## config.mk

```make
export PLATFORM = sky130hd
export DESIGN_NAME = gate_sweep_controller_flat
export DESIGN_NICKNAME = d
export VERILOG_FILES = /design/src/rtl/gate_sweep_if.sv /design/src/rtl/gate_sweep_controller.sv /design/src/flat_wrapper.sv
export SDC_FILE = /design/constraint.sdc
export NUM_CORES = 1
export LEC_CHECK = 0
export CAP_MARGIN = 20
export CORE_UTILIZATION = 37
export CTS_CLUSTER_DIAMETER = 50
export DETAILED_ROUTE_END_ITERATION = 12
export GPL_TIMING_DRIVEN = 1
export PLACE_DENSITY = 0.72
export RECOVER_POWER = 50
export SLEW_MARGIN = 20
export SYNTH_ARGS = -nofsm -noshare
export SYNTH_HDL_FRONTEND = slang
export SYNTH_SLANG_ARGS = --single-unit
```

## constraint.sdc

```tcl
create_clock -name clk -period 3.56 [get_ports clk]
set_clock_uncertainty 0.05 [all_clocks]
set_input_delay 0.712 -clock clk [delete_from_list [all_inputs] [get_ports clk]]
set_output_delay 0.712 -clock clk [all_outputs]
set_load 0.01 [all_outputs]
```

## src/rtl/gate_sweep_if.sv

```systemverilog
// Handshake and result bundle between the sweep controller and its environment.
// The slave modport is the controller. The master modport is the requester/gate-unit side.
interface gate_sweep_if;
    logic        start;
    logic        abort;
    logic        y1;
    logic        y2;
    logic        y3;
    logic        y4;
    logic        y5;
    logic        y6;
    logic        y7;
    logic        a;
    logic        b;
    logic        busy;
    logic        done;
    logic        pass;
    logic [6:0]  fail_mask;
    logic [27:0] truth;

    modport slave (
        input  start, abort, y1, y2, y3, y4, y5, y6, y7,
        output a, b, busy, done, pass, fail_mask, truth
    );

    modport master (
        output start, abort, y1, y2, y3, y4, y5, y6, y7,
        input  a, b, busy, done, pass, fail_mask, truth
    );
endinterface

```

## src/rtl/gate_sweep_controller.sv

```systemverilog
// Steps the two-input gate unit through vectors 00, 01, 10, 11 (A is the MSB).
// It holds each vector for HOLD_CYCLES cycles and samples Y1..Y7 in the last cycle of each hold.
// The sampled outputs form a 28-bit truth table, which is compared against GOLDEN.
// Truth table bit (k-1)*4 + v holds output Yk for vector v = {A,B}.
module gate_sweep_controller #(
    parameter int          HOLD_CYCLES = 4,          // legal range 1..255
    parameter logic [27:0] GOLDEN      = 28'h96173E8
) (
    input  logic         clk,
    input  logic         rst_n,
    gate_sweep_if.slave  bus
);

    typedef enum logic [1:0] {
        S_IDLE  = 2'd0,
        S_RUN   = 2'd1,
        S_CHECK = 2'd2
    } state_t;

    localparam logic [7:0] HOLD_LAST = 8'(HOLD_CYCLES - 1);

    state_t      state;
    state_t      state_nxt;
    logic [7:0]  hold_cnt;
    logic [1:0]  vec_idx;      // current vector; drives A,B directly
    logic [27:0] truth_q;
    logic        pass_q;
    logic        done_q;
    logic [6:0]  fail_mask_q;

    logic        hold_last;
    logic        start_sweep;
    logic        sample_en;
    logic        check_en;
    logic        abort_en;
    logic [6:0]  y_vec;
    logic [27:0] diff;
    logic [6:0]  mismatch;

    assign y_vec     = {bus.y7, bus.y6, bus.y5, bus.y4, bus.y3, bus.y2, bus.y1};
    assign hold_last = (hold_cnt == HOLD_LAST);

    // State register.
    // NOTE: every clocked block uses non-blocking (<=) so all flops update from pre-edge values.
    always_ff @(posedge clk or negedge rst_n) begin
        if (!rst_n) state <= S_IDLE;
        else        state <= state_nxt;
    end

    // Next-state decode; ABORT beats both START and normal progress.
    // NOTE: state_nxt is defaulted first so no path through the case infers a latch.
    always_comb begin
        state_nxt = state;
        case (state)
            S_IDLE:  if (bus.start && !bus.abort) state_nxt = S_RUN;
            S_RUN: begin
                if (bus.abort)                           state_nxt = S_IDLE;
                else if (hold_last && vec_idx == 2'd3)   state_nxt = S_CHECK;
            end
            S_CHECK: state_nxt = S_IDLE;
            default: state_nxt = S_IDLE;
        endcase
    end

    // Control strobes decoded from the current state and requests.
    always_comb begin
        start_sweep = 1'b0;
        sample_en   = 1'b0;
        check_en    = 1'b0;
        abort_en    = 1'b0;
        case (state)
            S_IDLE:  start_sweep = bus.start & ~bus.abort;
            S_RUN: begin
                abort_en  = bus.abort;
                sample_en = ~bus.abort & hold_last;
            end
            S_CHECK: begin
                abort_en = bus.abort;
                check_en = ~bus.abort;
            end
            default: ;
        endcase
    end

    // Per-gate mismatch: OR-reduce each nibble of the captured/golden difference.
    always_comb begin
        diff     = truth_q ^ GOLDEN;
        mismatch = '0;
        for (int k = 0; k < 7; k++) mismatch[k] = |diff[4*k +: 4];
    end

    // Hold counter and vector index. The index wraps 3 -> 0 when the last vector is sampled.
    always_ff @(posedge clk or negedge rst_n) begin
        if (!rst_n) begin
            hold_cnt <= '0;
            vec_idx  <= '0;
        end else if (start_sweep || abort_en || state != S_RUN) begin
            hold_cnt <= '0;
            vec_idx  <= '0;
        end else if (hold_last) begin
            hold_cnt <= '0;
            vec_idx  <= vec_idx + 2'd1;
        end else begin
            hold_cnt <= hold_cnt + 8'd1;
        end
    end

    // Result registers: truth capture, verdict, and the one-cycle DONE pulse.
    always_ff @(posedge clk or negedge rst_n) begin
        if (!rst_n) begin
            truth_q     <= '0;
            pass_q      <= 1'b0;
            fail_mask_q <= '0;
            done_q      <= 1'b0;
        end else begin
            done_q <= check_en;
            if (start_sweep) begin
                truth_q     <= '0;
                pass_q      <= 1'b0;
                fail_mask_q <= '0;
            end else if (abort_en) begin
                // Partial truth table is left in place for inspection.
                pass_q      <= 1'b0;
                fail_mask_q <= '0;
            end else if (check_en) begin
                pass_q      <= (truth_q == GOLDEN);
                fail_mask_q <= mismatch;
            end
            if (sample_en) begin
                for (int k = 0; k < 7; k++)
                    for (int v = 0; v < 4; v++)
                        if (vec_idx == 2'(v)) truth_q[4*k + v] <= y_vec[k];
            end
        end
    end

    assign bus.a         = vec_idx[1];
    assign bus.b         = vec_idx[0];
    assign bus.busy      = (state != S_IDLE);
    assign bus.done      = done_q;
    assign bus.pass      = pass_q;
    assign bus.fail_mask = fail_mask_q;
    assign bus.truth     = truth_q;

endmodule

```

## src/flat_wrapper.sv

```systemverilog
// flat-port wrapper written by rule: the top's interface ports become plain ports
module gate_sweep_controller_flat 
#(
    parameter int          HOLD_CYCLES = 4,                               
    parameter logic [27:0] GOLDEN      = 28'h96173E8
)
  (clk, rst_n, bus_start, bus_abort, bus_y1, bus_y2, bus_y3, bus_y4, bus_y5, bus_y6, bus_y7, bus_a, bus_b, bus_busy, bus_done, bus_pass, bus_fail_mask, bus_truth);
  gate_sweep_if bus_i ();
  input  logic clk;
  input  logic rst_n;
  input wire logic [$bits(bus_i.start)-1:0] bus_start;
  input wire logic [$bits(bus_i.abort)-1:0] bus_abort;
  input wire logic [$bits(bus_i.y1)-1:0] bus_y1;
  input wire logic [$bits(bus_i.y2)-1:0] bus_y2;
  input wire logic [$bits(bus_i.y3)-1:0] bus_y3;
  input wire logic [$bits(bus_i.y4)-1:0] bus_y4;
  input wire logic [$bits(bus_i.y5)-1:0] bus_y5;
  input wire logic [$bits(bus_i.y6)-1:0] bus_y6;
  input wire logic [$bits(bus_i.y7)-1:0] bus_y7;
  output wire logic [$bits(bus_i.a)-1:0] bus_a;
  output wire logic [$bits(bus_i.b)-1:0] bus_b;
  output wire logic [$bits(bus_i.busy)-1:0] bus_busy;
  output wire logic [$bits(bus_i.done)-1:0] bus_done;
  output wire logic [$bits(bus_i.pass)-1:0] bus_pass;
  output wire logic [$bits(bus_i.fail_mask)-1:0] bus_fail_mask;
  output wire logic [$bits(bus_i.truth)-1:0] bus_truth;
  assign bus_i.start = bus_start;
  assign bus_i.abort = bus_abort;
  assign bus_i.y1 = bus_y1;
  assign bus_i.y2 = bus_y2;
  assign bus_i.y3 = bus_y3;
  assign bus_i.y4 = bus_y4;
  assign bus_i.y5 = bus_y5;
  assign bus_i.y6 = bus_y6;
  assign bus_i.y7 = bus_y7;
  assign bus_a = bus_i.a;
  assign bus_b = bus_i.b;
  assign bus_busy = bus_i.busy;
  assign bus_done = bus_i.done;
  assign bus_pass = bus_i.pass;
  assign bus_fail_mask = bus_i.fail_mask;
  assign bus_truth = bus_i.truth;
  gate_sweep_controller #(.HOLD_CYCLES(HOLD_CYCLES), .GOLDEN(GOLDEN)) u_core (.clk(clk), .rst_n(rst_n), .bus(bus_i));
endmodule
```

## Yosys cells after proc, flatten, opt, wreduce, memory -nomap -nowiden

Index checks and enable logic that the tools add are counted.

| operators by class | value |
|---|---|
| bitwise logic cells | 4 |
| reductions and logical operators | 19 |
| add/subtract/negate cells | 2 |
| multiplexer cells | 48 |
| equality and inequality tests | 10 |

Operators by type and width:

| kind | number |
|---|---|
| $mux W28 | 2 |
| $mux W1 | 35 |
| $eq A28 B28 Y1 const B | 1 |
| $reduce_or A4 Y1 | 7 |
| $mux W7 | 3 |
| $mux W8 | 2 |
| $not A14 Y14 | 1 |
| $mux W2 | 5 |
| $add A8 B1 Y8 const B | 1 |
| $eq A8 B2 Y1 const B | 1 |
| $eq A2 B2 Y1 const B | 3 |
| $eq A2 B1 Y1 const B | 2 |
| $logic_not A2 Y1 | 2 |
| $ne A2 B1 Y1 const B | 2 |
| $pmux W2 S2 | 1 |
| $reduce_bool A2 Y1 | 2 |
| $ne A3 B2 Y1 const B | 1 |
| $reduce_bool A3 Y1 | 1 |
| $add A2 B1 Y2 const B | 1 |
| $and A1 B1 Y1 | 2 |
| $logic_and A1 B1 Y1 | 2 |
| $logic_or A1 B1 Y1 | 2 |
| $reduce_and A2 Y1 | 1 |
| $reduce_or A2 Y1 | 1 |
| other kinds (2) | 2 |

| word-level totals | value |
|---|---|
| flip-flop bits (word level) | 49 |
| input bits | 11 |

## Longest topological paths before layout

Gate-level depths: netlist of the first run.

| depth | value |
|---|---|
| depth in word-level cells | 6 |
| gate-level depth with buffers | 7 |

## Worst setup path before layout of the first run

No wires, ideal clock.

| timing path | value |
|---|---|
| path kind | reg2reg |
| start point | register u_core.hold_cnt[0] |
| end point | register u_core.truth_q[18] (netlist: u_core.bus.truth[18]) |
| path slack | 1.643 ns |
| cell stages (with the launch flop) | 7 |
| buffers on the path | 2 |
| setup time | 0.126 ns |
| arrival | 1.741 ns |
| cells stage by stage | dfrtp_1 > ha_1 > or4b_1 > buf_2 > nor4_4 > buf_6 > o21ai_0 |

| between the ends | value |
|---|---|
| cells in the longest elaborated chain, start to end | 4 |

Ends and longest elaborated chain:

| element | RTL line | source |
|---|---|---|
| start: declaration | gate_sweep_controller.sv:24 | `logic [7:0] hold_cnt;` |
| start signal: assignment | gate_sweep_controller.sv:104 | `hold_cnt <= hold_cnt + 8'd1;` |
| $eq A8 B2 Y1 | gate_sweep_controller.sv:41 | `assign hold_last = (hold_cnt == HOLD_LAST);` |
| $and A1 B1 Y1 | gate_sweep_controller.sv:75 | `sample_en = ~bus.abort & hold_last;` |
| $mux W1 | gate_sweep_controller.sv:71 | `case (state)` |
| $mux W28 | gate_sweep_controller.sv:129 | `if (sample_en) begin` |
| end signal: indexed assignment | gate_sweep_controller.sv:132 | `if (vec_idx == 2'(v)) truth_q[4*k + v] <= y_vec[k];` |
| end: declaration | gate_sweep_controller.sv:26 | `logic [27:0] truth_q;` |

No other way between the ends.
A chain may end at the register's enable or synchronous reset.

## Worst setup path after layout of the first run

| timing path | value |
|---|---|
| start point | register u_core.hold_cnt[0] |
| end point | register u_core.truth_q[13] (netlist: u_core.bus.truth[13]) |

The elaborated chain is that of the path after synthesis.

==> results.md, run 1 <==
* Outcome: finished clean
* Largest net degree at the start of global routing at 50
* Worst endpoint data arrival time at between 2 and 3 ns
* Mean post-synth cell area at approximately 9.5 um2
* Finished Layout Cells at 365
* WL final at ~5.0 mm
* First-pass GRT wire length at 8.88 mm
* Slew Viols, Final at 0
* DP HPWL at 3.69 mm
* Multi-input logic area at 952 um2
* CP required at 3.66 ns
* Max layer used: met4
* Synth cell types at 31
* Met2 wire length at 2.35 mm
* IO Count at 51
* Number of antenna violations at the first check in global routing at 0
* Syn nets at 261
* Row count at 28
* Ant. Diodes at 0
* Avg Vias per Cell at roughly 5.0
* Final Hold Violating Endpoints at 0
* Register area at 1230 um2
* Hold Path Class: in2async
* Die area at 6530 um2
* Final nets at 308
* Setup crit end: u_core.bus.truth[13]$_DFF_PN0_
* RSZ-0062 raised after global routing: false
* Clock sink count at ~50
* TritonRoute pass-1 iters at 4
* Peak Freq at 409 MHz
* Synthesized flop and latch total at 49
* FF-to-FF path depth at 4
* Warnings from Yosys at 0
* Cell Area, Synth at 2300 um2
* # DRC at 0
* Fillers at between 500 and 600
* Dpl cells at between 300 and 400
* Skew-Pair Late Insertion Delay at 0.30 ns
* Clock buffer depth at 2
* Critical path peak fanout at 14
* Starting Density at 38.6%
* Met3 wire len at 254 um
* Initial drt markers at 117
* Min Tclk post-route at 2.44 ns
* Total global routing overflow at 0
* Setup bufs post-CTS at 0
* TritonCTS clock tree: built
* Final ANT Viol Nets at 0
* Clock slew at reported path FFs at ~0.10 ns
* Final worst path period share at 68.7%
* P&R area growth vs syn at 26.9%
* Commonest cells after routing, fill and taps aside: nand2_1 (61), dfrtp_1 (49), clkdlybuf4s50_1 (31)
* Nature of the critical path endpoint: register
* Wire length per cell at 13.8 um
* Hold Buf Count CTS at 0
* Die width at 80.8 um
* Worst r2r src: u_core.hold_cnt[0]$_DFF_PN0_
* Critical path origin: u_core.hold_cnt[0]$_DFF_PN0_
* Slew HR at 49.4%
* Via Count at 1,818
* Setup TNS at 0 ns
* Leak pwr at 1.25 nW
* Register area share after synthesis at between 50% and 60%
* # Max-Cap Violations at 0
* Most common library cell in the layout ignoring fill and taps: nand2_1
* Worst hold slack at 0.370 ns
* Final setup viols at 0
* WS Path Type: reg2reg
* GRT Util Overall at 17.7%
* CORE AREA at 5960 um2
* Worst setup SP type: register
* Port-buffer cells at 50
* Measured slew at the worst slew-check pin at 0.753 ns
* Layout cells sized above 1 at ~5.5%
* Power Dens Cells at ~370 nW/um2
* Final Wtd Congestion at 0.747
* IR drop worst, VDD at 0.223 mV
* Reg-to-reg slack, setup at between 1 and 1.5 ns
* M1 wire length at between 2 and 2.5 mm
* Worst R2R End: u_core.bus.truth[13]$_DFF_PN0_
* Die height at about 81 um
* Vias in the first global route at roughly 1.9k
* CTS Buf Count at 5
* Mapped Cells at around 240
* Root Driver: clkbuf_8
* H-tree level count at 2
* Post-cts resize count at 0
[worst max-delay path, stage by stage, from the launching register on]
cell,delay (ns)
dfrtp_1,0.37
ha_1,0.22
or4b_1,0.69
nor4_4,0.76
o21ai_0,0.20
[logic make-up (layout without fill, tap and decap cells)]
kind of cell             after synthesis  after routing  synth area share, %
AND/OR/NAND/NOR                      117            117                 25.7
adder cells (fa/ha/maj)                8              8                 4.36
XOR/XNOR                               7              7                 2.67
buffers and inverters                 23             71                 5.23
flip-flops                            49             49                 53.3
AO/OA/AOI/OAI                         38             38                 8.65
[stage by stage]
stage	power [mW]	setup WS [ns]	cell area (um2)	utilization [%]
finish	1.08	1.12	2920	49.0
detailed placement	0.755	0.929	2820	47.4
floorplan	0.692	1.64	2300	-
global placement	0.752	0.986	2820	47.4
global route	1.14	0.902	2920	49.0
CTS	1.09	1.09	2910	48.9
[state kept, by name, indices dropped and copies added (netlist names)]
register,cells
u_core.hold_cnt,8
u_core.bus.truth,28
u_core.vec_idx,2
u_core.bus.fail_mask,7
u_core.bus.pass,1
u_core.bus.done,1
u_core.state,2
[worst min-delay path by stage]
stage	startpoint	slack [ns]	to
floorplan	rst_n	0.37	u_core.bus.done$_DFF_PN0_
global placement	u_core.hold_cnt[0]$_DFF_PN0_	0.40	u_core.hold_cnt[0]$_DFF_PN0_
detailed placement	u_core.hold_cnt[0]$_DFF_PN0_	0.40	u_core.hold_cnt[0]$_DFF_PN0_
CTS	u_core.hold_cnt[0]$_DFF_PN0_	0.41	u_core.hold_cnt[0]$_DFF_PN0_
global route	rst_n	0.41	u_core.bus.fail_mask[1]$_DFFE_PN0P_
finish	rst_n	0.37	u_core.bus.fail_mask[1]$_DFFE_PN0P_
[report_power, final]
part / switching [mW] / internal, mW / total [mW] / leakage, nW
clock: 0.192 / 0.142 / 0.334 / 0.0447
sequential: 0.0121 / 0.572 / 0.584 / 0.683
combinational: 0.105 / 0.0537 / 0.158 / 0.523
total: 0.309 / 0.768 / 1.08 / 1.25
[synth_stat cells]
library cell / count / share of area [%]
xor2_1: 4 / 1.5
ha_1: 8 / 4.4
buf_2: 3 / 0.65
o2bb2ai_1: 1 / 0.38
xnor2_1: 3 / 1.1
nor4_4: 4 / 3.7
and3_1: 2 / 0.54
nor2_1: 22 / 3.6
o21ai_0: 30 / 6.5
nor4bb_1: 1 / 0.44
nand4b_1: 2 / 0.76
buf_6: 4 / 2.0
nand4_1: 1 / 0.27
nor3_1: 7 / 1.5
or3_1: 1 / 0.27
or2_2: 1 / 0.27
nor4_1: 3 / 0.82
dfrtp_1: 49 / 53
o21ai_1: 1 / 0.22
or4b_1: 1 / 0.44
inv_2: 1 / 0.16
inv_1: 11 / 1.8
or4b_2: 1 / 0.44
nand3_1: 5 / 1.1
clkbuf_1: 4 / 0.65
a21oi_1: 4 / 0.87
a211oi_1: 2 / 0.65
nand2_1: 61 / 10
nand2b_1: 3 / 0.82
or4bb_1: 1 / 0.49
nand3b_1: 1 / 0.33
[layer usage]
layer | track usage, % | up-vias
li1 | - | 894
met3 | 3.93 | 6
met5 | 0 | -
met2 | 28.7 | 56
met1 | 24.1 | 862
met4 | 4.11 | 0
[final cells by class]
cell class	count	share of cell area [%]
multi-input cells	170	32.6
inverters	12	1.54
clock buffers	5	2.36
well taps	75	3.22
clock inverters	3	0.858
repair buffers	51	17.3
flip-flops and latches	49	42.0
(Power assumes the default switching activity.)
==> inputs of run 2 (changes only) <==
--- a/config.mk
+++ b/config.mk
@@ -10,7 +10,7 @@
 export CTS_CLUSTER_DIAMETER = 50
 export DETAILED_ROUTE_END_ITERATION = 12
 export GPL_TIMING_DRIVEN = 1
-export PLACE_DENSITY = 0.72
+export PLACE_DENSITY = 0.74
 export RECOVER_POWER = 50
 export SLEW_MARGIN = 20
 export SYNTH_ARGS = -nofsm -noshare
==> constraint.sdc (replaced) <==
create_clock -name clk -period 2.2 [get_ports clk]
set_clock_uncertainty 0.05 [all_clocks]
set_input_delay 0.44 -clock clk [delete_from_list [all_inputs] [get_ports clk]]
set_output_delay 0.44 -clock clk [all_outputs]
set_load 0.01 [all_outputs]
==> run 2 against run 1 <==
Largest cell class unchanged. Critical endpoint is now bus_busy. Flip-flop and latch count is the same. Critical path type is now reg2out. Power grew 63%. Global-route usage increased by 0.058 points. Largest power group unchanged. Clock-buffer cell count is the same. Non-clock buffer count rose by 6. Sequential power increased by 62%.
==> results.md, run 2 (synthesis gave the netlist of run 1 again) <==
* Die area at 6530 um2 (unchanged)
* Final nets at 314 (was 308)
* Root Driver: clkbuf_8 (unchanged)
* Die width at 80.8 um (unchanged)
* Fin area at 2960 um2 (was 2920 um2)
* Setup TNS at 0 ns (unchanged)
* GRT Util Overall at 17.8% (was 17.7%)
* IR drop worst, VDD at 0.491 mV (was 0.223 mV)
* Most common library cell in the layout ignoring fill and taps: nand2_1 (unchanged)
* Wire length per cell at 13.9 um (was 13.8 um)
* H-tree level count at 2 (unchanged)
* DP HPWL at 3.84 mm (was 3.69 mm)
* Slew Viols, Final at 0 (unchanged)
* CTS Buf Count at 5 (unchanged)
* Skew-Pair Late Insertion Delay at 0.30 ns (about the same)
* Dpl cells at 363 (was 357)
* FF-to-FF path depth at 5 (was 4)
* Avg Vias per Cell at 4.94 (was 4.98)
* P&R area growth vs syn at 29.0% (was 26.9%)
* Multi-input logic area at 961 um2 (was 952 um2)
* Ant. Diodes at 0 (unchanged)
* Layout cells sized above 1 at 8.11% (was 5.52%)
* Clock slew at reported path FFs at 0.10 ns (about the same)
* Nature of the critical path endpoint: primary output (was register)
* Net Sw Frac at 29.0% (was 28.7%)
* Final Core Density at 49.8% (was 49.0%)
* Hold Path Class: in2async (unchanged)
* # Max-Cap Violations at 0 (unchanged)
* Clock power share at 31.1% (was 31.0%)
* Leak pwr at 1.28 nW (was 1.25 nW)
* Critical path peak fanout at 3 (was 14)
* Peak Freq at 482 MHz
* Power Dens Cells at 591 nW/um2 (was 369 nW/um2)
* Largest net degree at the start of global routing at 31 (was 50)
* Row count at 28 (unchanged)
* Final ANT Viol Nets at 0 (unchanged)
* Via Count at 1,831 (was 1,818)
* Measured slew at the worst slew-check pin at 1.35 ns (was 0.753 ns)
* IO Count at 51 (unchanged)
* Vias in the first global route at 1,800 (was 1,879)
* First-pass GRT wire length at 8.79 mm (was 8.88 mm)
* Register area at 1230 um2 (unchanged)
* CORE AREA at 5960 um2 (unchanged)
* # DRC at 0 (unchanged)
* Slew HR at 10.1% (was 49.4%)
* Final setup viols at 0 (unchanged)
* Int Power at 1.24 mW (was 0.768 mW)
* Starting Density at 38.6% (unchanged)
* WL final at 5.16 mm (was 5.04 mm)
* Final worst path period share at 94.4%
* Commonest cells after routing, fill and taps aside: nand2_1 (61), dfrtp_1 (49), o21ai_0 (30) (was nand2_1 (61), dfrtp_1 (49), clkdlybuf4s50_1 (31))
* Fillers at 564 (was 557)
* Final Wtd Congestion at 0.831 (was 0.747)
* Die height at 80.8 um (unchanged)
* Final Hold Violating Endpoints at 0 (unchanged)
* Worst setup SP type: register (unchanged)
* Initial drt markers at 94 (was 117)
* Clock buffer depth at 2 (unchanged)
* RSZ-0062 raised after global routing: false (unchanged)
* Outcome: finished clean (unchanged)
* Net switching power at 0.508 mW (was 0.309 mW)
* Combinational Power Share at 14.9% (was 14.7%)
* Reg power frac at 54.0% (was 54.3%)
* Clock sink count at 49 (unchanged)
* TritonCTS clock tree: built (unchanged)
* Finished Layout Cells at 371 (was 365)
* TritonRoute pass-1 iters at 4 (unchanged)
* CP required at 1.71 ns (was 3.66 ns)
* WS Path Type: reg2out (was reg2reg)
* Port-buffer cells at 50 (unchanged)
* Min Tclk post-route at 2.08 ns
* Total global routing overflow at 0 (unchanged)
* Total power at 1.75 mW (was 1.08 mW)
* Number of antenna violations at the first check in global routing at 0 (unchanged)
* Max reg flops at 28 (unchanged)
* Worst endpoint data arrival time at 1.59 ns (was 2.55 ns)
* Placed instance area at 2880 um2 (was 2820 um2)
## run 2: cell types whose count changed in the layout (fill, tap and decap cells not counted), sizes merged
cell	before	now
buf	2	6
dlygate4sd3	18	20
clkdlybuf4s50	31	29
clkbuf	5	7
## run 2: per-layer routing
metal  vias to the layer above  global-route usage, %  part of all wire (%)
met3                         8                   4.61                   5.5
met1                       873                   24.4                    46
met2                        41                   27.7                    48
li1                        909                      -                     -
met4                         0                   4.82                   1.1
met5                         -                      0                     0
## run 2: path summary, 6_finish.rpt
path | from | end | slack [ns]
worst min register to register | u_core.hold_cnt[0]$_DFF_PN0_ | u_core.hold_cnt[0]$_DFF_PN0_ | 0.42
min in group clk | u_core.hold_cnt[0]$_DFF_PN0_ | u_core.hold_cnt[0]$_DFF_PN0_ | 0.42
worst max-delay path | u_core.state[0]$_DFFE_PN0P_ | bus_busy | 0.12
worst max register to register | u_core.hold_cnt[0]$_DFF_PN0_ | u_core.bus.truth[5]$_DFF_PN0_ | 0.19
worst min-delay path | rst_n | u_core.bus.fail_mask[1]$_DFFE_PN0P_ | 0.36
max in group asynchronous | rst_n | u_core.bus.truth[17]$_DFF_PN0_ | 0.46
## run 2: area by class of cell
type	instances	area share, %
Sequential cell	49	41.4
Inverter	12	1.52
Clock buffer	5	2.32
Clock inverter	3	0.844
Timing Repair Buffer	57	18.4
Multi-Input combinational cell	170	32.4
Tap cell	75	3.17
## run 2: timing repair
action | CTS | global route
setup endpoints to repair | 0 | 30
endpoints found under the hold margin | 0 | 0
setup buffers | 0 | 0
hold buffers | 0 | 0
resized for setup | 0 | 2
## run 2: stage by stage
step | hold WS (ns) | setup WS [ns]
floorplan | 0.0944 | 0.283
global placement | 0.385 | 0.148
detailed placement | 0.405 | 0.0604
CTS | 0.0945 | 0.0358
global route | 0.449 | 0.0300
finish | 0.364 | 0.123
## run 2: power by group through the flow
stage          Clock, mW  Sequential [mW]  Combinational [mW]
2_1_floorplan          0            0.962               0.158
3_3_place_gp           0            0.962               0.259
6_report           0.545            0.947               0.260
4_1_cts            0.571            0.947               0.267
5_1_grt            0.609            0.953               0.293
3_5_place_dp           0            0.964               0.267
## run 2: critical path, stage by stage (launching register included)
cell	delay, ns
dfrtp_1	0.39
inv_1	0.07
ha_1	0.23
inv_1	0.07
clkdlybuf4s50_1	0.52
==> inputs of run 3 (changes only) <==
--- a/config.mk
+++ b/config.mk
@@ -5,7 +5,7 @@
 export SDC_FILE = /design/constraint.sdc
 export NUM_CORES = 1
 export LEC_CHECK = 0
-export CAP_MARGIN = 20
+export CAP_MARGIN = 10
 export CORE_UTILIZATION = 37
 export CTS_CLUSTER_DIAMETER = 50
 export DETAILED_ROUTE_END_ITERATION = 12
==> results of run 3 <==
The final DEF is identical to that of run 2; final timing and power are the same.
